--- config.mk ---
export PLATFORM = sky130hd
export DESIGN_NAME = aes_byte_host_adapter
export DESIGN_NICKNAME = d
export VERILOG_FILES = /design/src/rtl/aes_byte_host_adapter.sv
export SDC_FILE = /design/constraint.sdc
export NUM_CORES = 1
export LEC_CHECK = 0
export BUFFER_PORTS_ARGS = -buffer_cell sky130_fd_sc_hd__buf_2
export CAP_MARGIN = 10
export CORE_MARGIN = 4
export CORE_UTILIZATION = 50
export CTS_CLUSTER_DIAMETER = 80
export DETAILED_ROUTE_END_ITERATION = 7
export GPL_TIMING_DRIVEN = 0
export PLACE_DENSITY_LB_ADDON = 0.05
export SKIP_LAST_GASP = 1
export SLEW_MARGIN = 10
export SYNTH_ARGS = -nofsm -noshare
export SYNTH_HDL_FRONTEND = slang
export SYNTH_SLANG_ARGS = --single-unit
export TNS_END_PERCENT = 20
--- constraint.sdc ---
create_clock -name clk -period 3.66 [get_ports clk]
set_clock_uncertainty 0.15 [all_clocks]
set_input_delay 0.183 -clock clk [delete_from_list [all_inputs] [get_ports clk]]
set_output_delay 0.183 -clock clk [all_outputs]
set_load 0.02 [all_outputs]
--- src/rtl/aes_byte_host_adapter.sv ---
// aes_byte_host_adapter: host-side master for a byte-serial AES core.
// Takes one 128-bit key/plaintext request, clears the core, streams the
// key and block MSB-byte-first, collects 16 result bytes LSB-byte-first and
// returns the assembled ciphertext (or an error status) over an output
// valid/ready handshake. Every output comes straight from a flop.

module aes_byte_host_adapter #(
  parameter int unsigned CLEAR_CYCLES   = 2,    // 1..15
  parameter int unsigned TIMEOUT_CYCLES = 1023  // 1..65535
) (
  input  logic         clk,
  input  logic         rst,
  input  logic         in_valid,
  output logic         in_ready,
  input  logic [127:0] in_key,
  input  logic [127:0] in_block,
  output logic         out_valid,
  input  logic         out_ready,
  output logic [127:0] out_block,
  output logic         out_err,
  output logic         core_rst,
  output logic         core_enable,
  output logic [7:0]   core_key_byte,
  output logic [7:0]   core_state_byte,
  input  logic         core_load,
  input  logic         core_ready,
  input  logic [7:0]   core_state_out_byte
);

  typedef enum logic [2:0] {
    ST_IDLE    = 3'd0,
    ST_CLEAR   = 3'd1,
    ST_LOAD    = 3'd2,
    ST_WAIT    = 3'd3,
    ST_COLLECT = 3'd4,
    ST_DONE    = 3'd5
  } state_e;

  localparam logic [3:0]  CLR_LAST = 4'(CLEAR_CYCLES - 1);
  localparam logic [15:0] TMO_LAST = 16'(TIMEOUT_CYCLES - 1);

  state_e        state_q, state_d;
  logic [127:0]  key_q, key_d;
  logic [127:0]  blk_q, blk_d;
  logic [127:0]  res_q, res_d;
  logic [3:0]    clr_q, clr_d;
  logic [3:0]    k_q, k_d;
  logic [4:0]    n_q, n_d;
  logic [15:0]   tmo_q, tmo_d;
  logic          err_q, err_d;

  logic          in_ready_q, in_ready_d;
  logic          out_valid_q, out_valid_d;
  logic [127:0]  out_block_q, out_block_d;
  logic          out_err_q, out_err_d;
  logic          core_rst_q, core_rst_d;
  logic          core_enable_q, core_enable_d;
  logic [7:0]    key_byte_q, key_byte_d;
  logic [7:0]    state_byte_q, state_byte_d;

  // core_load is an informational strobe from the core; control never uses it.
  logic          core_load_unused;
  assign core_load_unused = core_load;

  // Byte idx counted from the most significant end (idx 0 -> bits [127:120]).
  function automatic logic [7:0] msb_byte(input logic [127:0] v, input logic [3:0] idx);
    logic [127:0] sh;
    sh = v << {idx, 3'b000};
    return sh[127:120];
  endfunction

  // Next-state and datapath update for the request/load/collect sequence.
  always_comb begin
    state_d = state_q;
    key_d   = key_q;
    blk_d   = blk_q;
    res_d   = res_q;
    clr_d   = clr_q;
    k_d     = k_q;
    n_d     = n_q;
    tmo_d   = tmo_q;
    err_d   = err_q;
    case (state_q)
      ST_IDLE: begin
        if (in_valid && in_ready_q) begin
          key_d   = in_key;
          blk_d   = in_block;
          res_d   = 128'd0;
          err_d   = 1'b0;
          clr_d   = 4'd0;
          k_d     = 4'd0;
          n_d     = 5'd0;
          tmo_d   = 16'd0;
          state_d = ST_CLEAR;
        end else begin
          state_d = ST_IDLE;
        end
      end
      ST_CLEAR: begin
        if (clr_q >= CLR_LAST) begin
          k_d     = 4'd0;
          state_d = ST_LOAD;
        end else begin
          clr_d = clr_q + 4'd1;
        end
      end
      ST_LOAD: begin
        if (k_q == 4'd15) begin
          tmo_d   = 16'd0;
          state_d = ST_WAIT;
        end else begin
          k_d = k_q + 4'd1;
        end
      end
      ST_WAIT: begin
        // A result byte in the last allowed cycle still wins over the timeout.
        if (core_ready) begin
          res_d[7:0] = core_state_out_byte;
          n_d        = 5'd1;
          state_d    = ST_COLLECT;
        end else if (tmo_q >= TMO_LAST) begin
          err_d   = 1'b1;
          state_d = ST_DONE;
        end else begin
          tmo_d = tmo_q + 16'd1;
        end
      end
      ST_COLLECT: begin
        // Once all 16 bytes are in, any further core_ready is ignored.
        if (n_q >= 5'd16) begin
          err_d   = 1'b0;
          state_d = ST_DONE;
        end else if (core_ready) begin
          res_d[{n_q[3:0], 3'b000} +: 8] = core_state_out_byte;
          n_d = n_q + 5'd1;
        end else begin
          err_d   = 1'b1;
          state_d = ST_DONE;
        end
      end
      ST_DONE: begin
        if (out_ready && out_valid_q) begin
          state_d = ST_IDLE;
        end else begin
          state_d = ST_DONE;
        end
      end
      default: begin
        state_d = ST_IDLE;
      end
    endcase
  end

  // Output values for the coming cycle, derived from the next state.
  always_comb begin
    in_ready_d    = (state_d == ST_IDLE);
    out_valid_d   = (state_d == ST_DONE);
    out_block_d   = 128'd0;
    out_err_d     = 1'b0;
    core_rst_d    = 1'b0;
    core_enable_d = 1'b0;
    key_byte_d    = 8'd0;
    state_byte_d  = 8'd0;
    case (state_d)
      ST_IDLE: begin
        core_rst_d = 1'b0;
      end
      ST_CLEAR: begin
        core_rst_d = 1'b1;
      end
      ST_LOAD: begin
        core_enable_d = 1'b1;
        key_byte_d    = msb_byte(key_d, k_d);
        state_byte_d  = msb_byte(blk_d, k_d);
      end
      ST_WAIT, ST_COLLECT: begin
        core_enable_d = 1'b1;
      end
      ST_DONE: begin
        core_rst_d  = 1'b1;
        out_block_d = res_d;
        out_err_d   = err_d;
      end
      default: begin
        core_rst_d = 1'b1;
      end
    endcase
  end

  // FSM state, request holding registers and counters.
  always_ff @(posedge clk or negedge rst) begin
    if (!rst) begin
      state_q <= ST_IDLE;
      key_q   <= 128'd0;
      blk_q   <= 128'd0;
      res_q   <= 128'd0;
      clr_q   <= 4'd0;
      k_q     <= 4'd0;
      n_q     <= 5'd0;
      tmo_q   <= 16'd0;
      err_q   <= 1'b0;
    end else begin
      state_q <= state_d;
      key_q   <= key_d;
      blk_q   <= blk_d;
      res_q   <= res_d;
      clr_q   <= clr_d;
      k_q     <= k_d;
      n_q     <= n_d;
      tmo_q   <= tmo_d;
      err_q   <= err_d;
    end
  end

  // Registered copies of every output port.
  always_ff @(posedge clk or negedge rst) begin
    if (!rst) begin
      in_ready_q    <= 1'b1;
      out_valid_q   <= 1'b0;
      out_block_q   <= 128'd0;
      out_err_q     <= 1'b0;
      core_rst_q    <= 1'b1;
      core_enable_q <= 1'b0;
      key_byte_q    <= 8'd0;
      state_byte_q  <= 8'd0;
    end else begin
      in_ready_q    <= in_ready_d;
      out_valid_q   <= out_valid_d;
      out_block_q   <= out_block_d;
      out_err_q     <= out_err_d;
      core_rst_q    <= core_rst_d;
      core_enable_q <= core_enable_d;
      key_byte_q    <= key_byte_d;
      state_byte_q  <= state_byte_d;
    end
  end

  assign in_ready        = in_ready_q;
  assign out_valid       = out_valid_q;
  assign out_block       = out_block_q;
  assign out_err         = out_err_q;
  assign core_rst        = core_rst_q;
  assign core_enable     = core_enable_q;
  assign core_key_byte   = key_byte_q;
  assign core_state_byte = state_byte_q;

endmodule

-- Word level (Yosys, flattened, before mapping)
Cells that the tools add are included.
- flip-flop bits (word level): 566
- bits of input ports: 270
- output and inout bits: 149
- logic and storage cells: 108
- add/sub/neg operators: 5
- magnitude comparators: 3
- equal/unequal tests: 18
- shift-type cells: 4
- multiplexer cells: 49
- reductions and logical operators: 12
- operators with widths (kind ; number):
    two-way mux 128 bit ; 8
    left shift 128 x 7 -> 128 bit ; 2
    case mux 120 bit (2 select lines) ; 1
    bitwise mux 128 bit ; 1
    variable shift 8 x 9 -> 128 bit, first input constant ; 1
    indexed part select 8 x 9 -> 128 bit ; 1
    two-way mux 16 bit ; 4
    case mux 16 bit (3 select lines) ; 1
    two-way mux 8 bit ; 3
    case mux 8 bit (3 select lines) ; 1
    two-way mux 3 bit ; 7
    two-way mux 4 bit ; 5
    two-way mux 5 bit ; 4
    case mux 3 bit (6 select lines) ; 1
    adder 16 x 1 -> 16 bit, second input constant ; 1
    greater-or-equal comparator 16 x 10 -> 1 bit, second input constant ; 1
    inequality test 2 bit, second input constant ; 8
    case mux 5 bit (3 select lines) ; 1
    equality test 3 x 2 -> 1 bit, second input constant ; 4
    equality test 3 bit, second input constant ; 4
    case mux 4 bit (3 select lines) ; 1
    AND reduction 5 bit ; 2
    two-way mux 1 bit ; 9
    negation 7 -> 9 bit ; 1
    other kinds (15) ; 19

-- Depth between registers and ports, before layout
Gate-level depths: netlist of run 1.
- depth in word-level cells: 7
- gate-level depth with buffers: 13
- mapped depth without buffers: 10

-- Worst setup path after synthesis of run 1
No wires, ideal clock.
- path type: register to register
- start: register in_ready_q (netlist: in_ready)
- end: register key_byte_q[0] (netlist: core_key_byte[0])
- library setup time: 139 ps
- arrival time: 2548 ps
- slack: 824 ps
- cell stages (with the launch flop): 10
- path buffers: 2
- clock period less this slack: 2836 ps
- cells stage by stage: dfstp_2 > nand2_1 > nor4_4 > clkbuf_1 > buf_2 > mux2_2 > nor2_1 > a311o_1 > a21oi_1 > or4_1
- longest elaborated chain between the ends: 5
- RTL lines (item ; RTL line ; source):
    from (decl) ; 52 ; logic in_ready_q, in_ready_d;
    from (signal assigned) ; 227 ; in_ready_q <= in_ready_d;
    logical AND 1 bit ; 85 ; if (in_valid && in_ready_q) begin
    two-way mux 128 bit ; 85 ;
    two-way mux 128 bit ; 83 ; case (state_q)
    named net key_d[48] ; 43 ; logic [127:0] key_q, key_d;
    left shift 128 x 7 -> 128 bit ; 68 ; sh = v << {idx, 3'b000};
    two-way mux 8 bit ; 164 ; case (state_d)
    named net key_byte_d[0] ; 58 ; logic [7:0] key_byte_q, key_byte_d;
    to (signal assigned) ; 233 ; key_byte_q <= key_byte_d;
    to (decl) ; 58 ;
The timed path passes the listed nets, and every way through them passes these cells.
A chain may end at the register's enable or synchronous reset.

-- Worst setup path in the final report of run 1
- start: register in_ready_q (netlist: in_ready)
- end: register state_byte_q[6] (netlist: core_state_byte[6])
- longest elaborated chain between the ends: 5
- RTL lines (item ; RTL line ; source):
    logical AND 1 bit * ; 85 ;
    two-way mux 4 bit, or another cell as far along ; 85 ;
    case mux 4 bit (3 select lines), or another cell as far along ; 83 ;
    left shift 128 x 7 -> 128 bit or equality test 3 x 2 -> 1 bit (tied branches) ; 68, 164 ;
    two-way mux 8 bit * ; 164 ;
    named net state_byte_d[6] ; 59 ; logic [7:0] state_byte_q, state_byte_d;
    to (signal assigned) ; 234 ; state_byte_q <= state_byte_d;
    to (decl) ; 59 ;
Mark *: on every way through the listed nets, which the timed path passes. The rest lies on a longest branch.

==> impl_metrics.json, run 1 <==
{
  "worst_slack_ns": 0.141,
  "drcViolationCount": 0,
  "p_total_mw": 24.8,
  "setup_viol": 0,
  "multi_input_area_um2": 8810,
  "swShare_pct": 37.5,
  "rows": 79,
  "layout.cells.non_filler": 3502,
  "yosys_warnings": 0,
  "synthXorXnorAreaFrac_pct": 0.185,
  "synth_top_family_by_area": "simple AND/OR/NAND/NOR gates",
  "yosysSeqAreaShare_pct": 59.9,
  "synth-async-reset-ratio_pct": 100,
  "final_common_cell": "dfrtp_1",
  "cts_tree": "done",
  "endpoint_kind": "flop",
  "synth_edf_count": 0,
  "place_ws_ns": -0.352,
  "start_util_pct": 50.7,
  "slew-limit-headroom_pct": 34.7,
  "status": "finished, violations left",
  "violations": "hold timing",
  "clock_power_share_pct": 24.9,
  "grt_setup_unrepaired": "no",
  "vdd_drop_max_mv": 0.499,
  "synth-simple-area-share_pct": 16.0,
  "required_ns": 4.07,
  "ys_types": 71,
  "dp_hpwl_um": 56100,
  "critical_path_class": "flop to flop",
  "clockRootBuffer": "clkbuf_16",
  "die_x_um": 226,
  "syn_nets": 2369,
  "vias": 20038,
  "clock_latency_ns": 0.62,
  "vias_per_cell": 5.72,
  "syn_avg_cell_area_um2": 11.3,
  "synth_compound_area_share_pct": 13.8,
  "drtIter0Drc": 1590,
  "clk_path_buf_depth": 3,
  "clock_sinks": 566,
  "fmax_mhz": 284,
  "p_per_area_nw_per_um2": 789,
  "detail-route-antenna-nets": 0,
  "crit_arrival_ns": 3.92,
  "tightest_slew_ns": 0.973,
  "hold_viol": 3,
  "syn_area_um2": 23700,
  "final_nets": 3119,
  "core_um2": 46700,
  "place.gp.congestion": 0.913,
  "syn_to_final_growth_pct": 32.5,
  "synth_fa_ha_area_share_pct": 0.582,
  "fin_hold_ws_ns": -0.00289,
  "p_leak_nw": 15.5,
  "drt_first_pass_iters": 5,
  "ios": 419,
  "hold_class": "input pin to asynchronous set/reset pin",
  "timing.final.crit_share_pct": 96.1,
  "seq_power_share_pct": 33.7,
  "die-height_um": 226,
  "startpoint_type": "flop",
  "synth_seq_cells": 566,
  "dp.cells": 3117,
  "combPwrFrac_pct": 41.4,
  "max_cap_viol_count": 0,
  "switchingPower_mw": 9.29,
  "synth_cells": 2088,
  "gr-total-overflow": 0,
  "final_cell_mix": "dfrtp_1 (564), buf_2 (464), nand2_1 (413)",
  "slew_violations": 0,
  "nFillCells": 3588,
  "power.internal_mw": 15.5,
  "final-seq-area_um2": 14200,
  "htreeDepth": 2,
  "synth_ff_type": "dfrtp_1",
  "dieArea_um2": 50900,
  "path_clk_slew_ns": 0.06,
  "routed_wl_um": 78700,
  "wl_per_cell_um": 22.5,
  "drive_gt1_share_pct": 26.1,
  "cp_max_fo": 10,
  "grt_pass1_wl_um": 119000,
  "grt_pass1_vias": 20661,
  "grt_usage_pct": 30.4,
  "io_buffers": 417,
  "grt_antenna_before_repair": 8,
  "grt_start_max_net_pins": 112,
  "layout_min_cycle_time_ns": 3.52,
  "cts_made_buffers": 58,
  "synth.area.mux_share_pct": 6.68
}
-- logic make-up after synthesis --
logic type | after synthesis
AND/OR/NAND/NOR | 824
flip-flops | 566
AO/OA/AOI/OAI | 389
buffers and inverters | 152
multiplexers | 141
adder cells (fa/ha/maj) | 11
XOR/XNOR | 5
-- final timing paths --
path	from	to	slack, ns	cells past startpoint
min in group clk	core_ready	err_q$_DFF_PN0_	0.06	3
hold reg to reg	res_q[89]$_DFF_PN0_	res_q[89]$_DFF_PN0_	0.32	2
setup / recovery	in_ready$_DFF_PN1_	core_state_byte[6]$_DFF_PN0_	0.14	9
setup reg to reg	in_ready$_DFF_PN1_	core_state_byte[6]$_DFF_PN0_	0.14	9
hold / removal	rst	out_block[44]$_DFF_PN0_	-0.003	2
max in group asynchronous	rst	res_q[97]$_DFF_PN0_	1.48	5
-- through the flow --
step | TNS (ns) | utilization (%) | instance area (um^2)
floorplan | 0 | - | 23700
global placement | -5155.79 | 56.8 | 26500
detailed placement | -3.34 | 57.1 | 26700
CTS | 0 | 67.2 | 31300
global route | 0 | 67.2 | 31400
finish | 0 | 67.2 | 31400
-- sequential cells by signal (all words and copies together), names as in the netlist, 5 cells and up --
| signal | cells |
|---|---|
| blk_q | 128 |
| core_key_byte | 8 |
| core_state_byte | 8 |
| res_q | 128 |
| out_block | 128 |
| tmo_q | 16 |
| n_q | 5 |
| key_q | 128 |
-- cells in the mapped netlist (3+ instances only) --
cell type / number / area share, %
a21o_1: 5 / 0.16
a21oi_1: 75 / 1.6
a22o_1: 63 / 2.3
a2bb2oi_1: 4 / 0.15
a311o_1: 125 / 5.3
a31oi_1: 3 / 0.079
a32o_1: 61 / 2.6
and2_1: 118 / 3.1
and3_1: 24 / 0.63
buf_1: 6 / 0.095
buf_2: 46 / 0.97
buf_4: 6 / 0.19
buf_6: 3 / 0.14
clkbuf_1: 69 / 1.1
clkbuf_2: 7 / 0.15
dfrtp_1: 564 / 60
ha_1: 11 / 0.58
inv_1: 11 / 0.17
inv_2: 3 / 0.048
mux2_2: 133 / 6.3
mux2i_1: 6 / 0.25
nand2_1: 413 / 6.6
nand2b_1: 9 / 0.24
nand3_1: 16 / 0.34
nand3_2: 4 / 0.17
nand4_1: 4 / 0.11
nor2_1: 170 / 2.7
nor2b_1: 8 / 0.21
nor3_1: 15 / 0.32
nor4_1: 3 / 0.079
o21ai_0: 29 / 0.61
o31ai_1: 3 / 0.095
or2_2: 3 / 0.079
or4_1: 17 / 0.54
xnor2_1: 5 / 0.19
-- repair_timing --
item / 4_1_cts / 5_1_grt
resized for setup: 3 / 4
setup endpoints to repair: 16 / 12
hold endpoints to repair: 389 / 0
pin swaps: 1 / 0
setup buffers: 2 / 0
hold buffers: 266 / 0
-- worst max-delay path: stages, from the launching register on --
cell,delay (ns)
dfstp_2,0.58
nand2_1,0.13
nor4_4,0.32
clkbuf_2,0.38
buf_2,0.44
buf_1,0.44
nand2_1,0.15
a311o_1,0.37
a21oi_1,0.32
or4_1,0.16
-- layout make-up --
| class | instances | share of cell area, % |
|---|---|---|
| repair buffers | 690 | 15.7 |
| multi-input cells | 1370 | 28.1 |
| inverters | 15 | 0.184 |
| diodes | 8 | 0.0638 |
| well taps | 607 | 2.42 |
| clock inverters | 33 | 1.19 |
| flip-flops and latches | 566 | 45.2 |
| plain buffers | 137 | 2.01 |
| clock buffers | 76 | 5.20 |
-- per-layer routing --
layer	global-route usage (%)	routed length (um)	up-vias	share of wire [%]
li1	-	-	8890	-
met1	43.8	34300	10068	44
met2	46.2	35600	870	45
met3	5.41	5570	208	7.1
met4	12.2	3240	2	4.1
met5	0	12	-	0.015
-- power by group through the flow --
stage          Sequential, mW  Combinational (mW)  Clock [mW]
5_1_grt                  8.48                11.0        6.53
3_5_place_dp             8.46                9.74           0
2_1_floorplan            8.37                6.61           0
6_report                 8.35                10.2        6.17
4_1_cts                  8.35                10.0        6.26
3_3_place_gp             8.42                9.58           0
No activity file was read; power rests on OpenSTA's default activity.
==> inputs of run 2 (changes only) <==
==> constraint.sdc (replaced) <==
create_clock -name clk -period 3.66 [get_ports clk]
set_clock_uncertainty 0.15 [all_clocks]
set_input_delay 0.732 -clock clk [delete_from_list [all_inputs] [get_ports clk]]
set_output_delay 0.732 -clock clk [all_outputs]
set_load 0.02 [all_outputs]
==> run 2 against run 1 <==
The flow now finishes without violations; sequential share of layout area is 4.2 points higher; maximum frequency is 0.93% higher; register-to-register slack better by 0.03 ns; critical path type unchanged.
==> impl_metrics.json, run 2 (same netlist as run 1, synthesis figures left out) <==
{
  "status": "finished clean",
  "grt_pass1_wl_um": 112000,
  "ios": 419,
  "p_leak_nw": 14.4,
  "crit_arrival_ns": 3.82,
  "die_x_um": 226,
  "startpoint_type": "flop",
  "fmax_mhz": 287,
  "endpoint_kind": "flop",
  "layout.cells.non_filler": 3235,
  "core_um2": 46700,
  "max_cap_viol_count": 0,
  "required_ns": 4.00,
  "nFillCells": 3933,
  "drt_first_pass_iters": 5,
  "dp.cells": 3117,
  "clock_latency_ns": 0.61,
  "slew_violations": 0,
  "wl_per_cell_um": 23.2,
  "cp_max_fo": 10,
  "place_ws_ns": -0.660,
  "tightest_slew_ns": 0.961,
  "vias_per_cell": 5.80,
  "grt_pass1_vias": 19013,
  "timing.final.crit_share_pct": 95.3,
  "dieArea_um2": 50900,
  "final_common_cell": "dfrtp_1",
  "cts_made_buffers": 58,
  "final_nets": 2854,
  "vdd_drop_max_mv": 0.502,
  "slew-limit-headroom_pct": 35.4,
  "place.gp.congestion": 0.913,
  "final_cell_mix": "dfrtp_1 (564), buf_2 (464), nand2_1 (413)",
  "drtIter0Drc": 1591,
  "critical_path_class": "flop to flop",
  "clockRootBuffer": "clkbuf_16",
  "vias": 18754,
  "grt_usage_pct": 28.8,
  "io_buffers": 417,
  "layout_min_cycle_time_ns": 3.49,
  "cpMaxStageDelayCell": "clkbuf_1",
  "multi_input_area_um2": 8810,
  "setup_viol": 0,
  "htreeDepth": 2,
  "rows": 79,
  "gr-total-overflow": 0,
  "syn_to_final_growth_pct": 21.3,
  "path_clk_slew_ns": 0.07,
  "p_per_area_nw_per_um2": 854,
  "crit_chain": "ha_1 -> nand3_1 -> mux2i_1 -> a2bb2oi_4 -> buf_2 -> clkbuf_1 -> a311o_1 -> a21oi_1 -> or4_1",
  "drive_gt1_share_pct": 28.8,
  "grt_setup_unrepaired": "no",
  "clock_sinks": 566,
  "utilization_pct": 61.5,
  "grt_start_max_net_pins": 112,
  "hold_class": "input pin to flop",
  "clk_path_buf_depth": 3,
  "grt_antenna_before_repair": 12,
  "dp_hpwl_um": 56100,
  "hold_viol": 0,
  "start_util_pct": 50.7,
  "max_stage_delay_ns": 0.48,
  "die-height_um": 226,
  "worst_slack_ns": 0.174,
  "final-seq-area_um2": 14200,
  "routed_wl_um": 75000,
  "drcViolationCount": 0,
  "detail-route-antenna-nets": 0,
  "cts_tree": "done"
}
run 2: cell types whose count changed in the layout (fill, tap and decap cells not counted):
cell	delta
diode_2	-2
dlygate4sd3_1	-265
run 2: path summary, 6_finish.rpt:
path / to / slack, ns / cells after the start / from
worst max register to register: core_state_byte[6]$_DFF_PN0_ / 0.17 / 9 / k_q[0]$_DFF_PN0_
worst max-delay path: core_state_byte[6]$_DFF_PN0_ / 0.17 / 9 / k_q[0]$_DFF_PN0_
worst min register to register: res_q[122]$_DFF_PN0_ / 0.32 / 2 / res_q[122]$_DFF_PN0_
max in group asynchronous: res_q[36]$_DFF_PN0_ / 0.94 / 5 / rst
min in group asynchronous: out_block[44]$_DFF_PN0_ / 0.56 / 2 / rst
worst min-delay path: blk_q[44]$_DFF_PN0_ / 0.18 / 3 / in_block[44]
run 2: repair_timing:
item / 4_1_cts / 5_1_grt
resized for setup: 3 / 4
setup buffers: 2 / 0
endpoints found under the hold margin: 16 / 0
hold buffers: 1 / 0
pin swaps: 1 / 0
endpoints found under the setup margin: 16 / 12
run 2: per-layer routing:
layer / track usage [%] / part of all wire (%) / up-vias
met2: 43.2 / 45 / 768
met3: 5.17 / 7.4 / 139
li1: - / - / 8352
met5: 0 / 0.039 / -
met1: 43.1 / 45 / 9491
met4: 9.19 / 3.0 / 4
run 2: where the power goes:
group | switching, mW | total [mW] | internal, mW
Clock | 2.54 | 6.18 | 3.64
Combinational | 6.17 | 9.98 | 3.81
Sequential | 0.502 | 8.35 | 7.85
run 2: critical path, delay by kind of cell (launching register included):
kind,cells,cell delay (ns)
buffers and inverters,2,0.84
AOI/OAI and AO/OA,3,0.73
and+or+nand+nor,2,0.58
DFF,1,0.46
muxes,1,0.30
adders and majority gates,1,0.28
run 2: final cells by class:
| cell class | instances | share of cell area (%) |
|---|---|---|
| sequential | 566 | 49.3 |
| multi-input combinational | 1370 | 30.7 |
| clock inverter | 33 | 1.30 |
| antenna | 6 | 0.0523 |
| tap | 607 | 2.65 |
| timing repair buffer | 425 | 7.87 |
| inverter | 15 | 0.200 |
| clock buffer | 76 | 5.68 |
| buffer | 137 | 2.20 |
run 2: metrics by stage:
| step | cell area [um^2] | setup TNS [ns] | hold WS [ns] | power [mW] |
|---|---|---|---|---|
| final | 28700 | 0 | 0.180 | 24.5 |
| after floorplan | 23700 | 0 | 0.286 | 15.0 |
| after global routing | 28700 | 0 | 0.187 | 25.7 |
| after global placement | 26500 | -5471.38 | 0.300 | 18.0 |
| after CTS | 28700 | 0 | 0.147 | 24.4 |
| after detailed placement | 26700 | -8.28 | 0.307 | 18.2 |
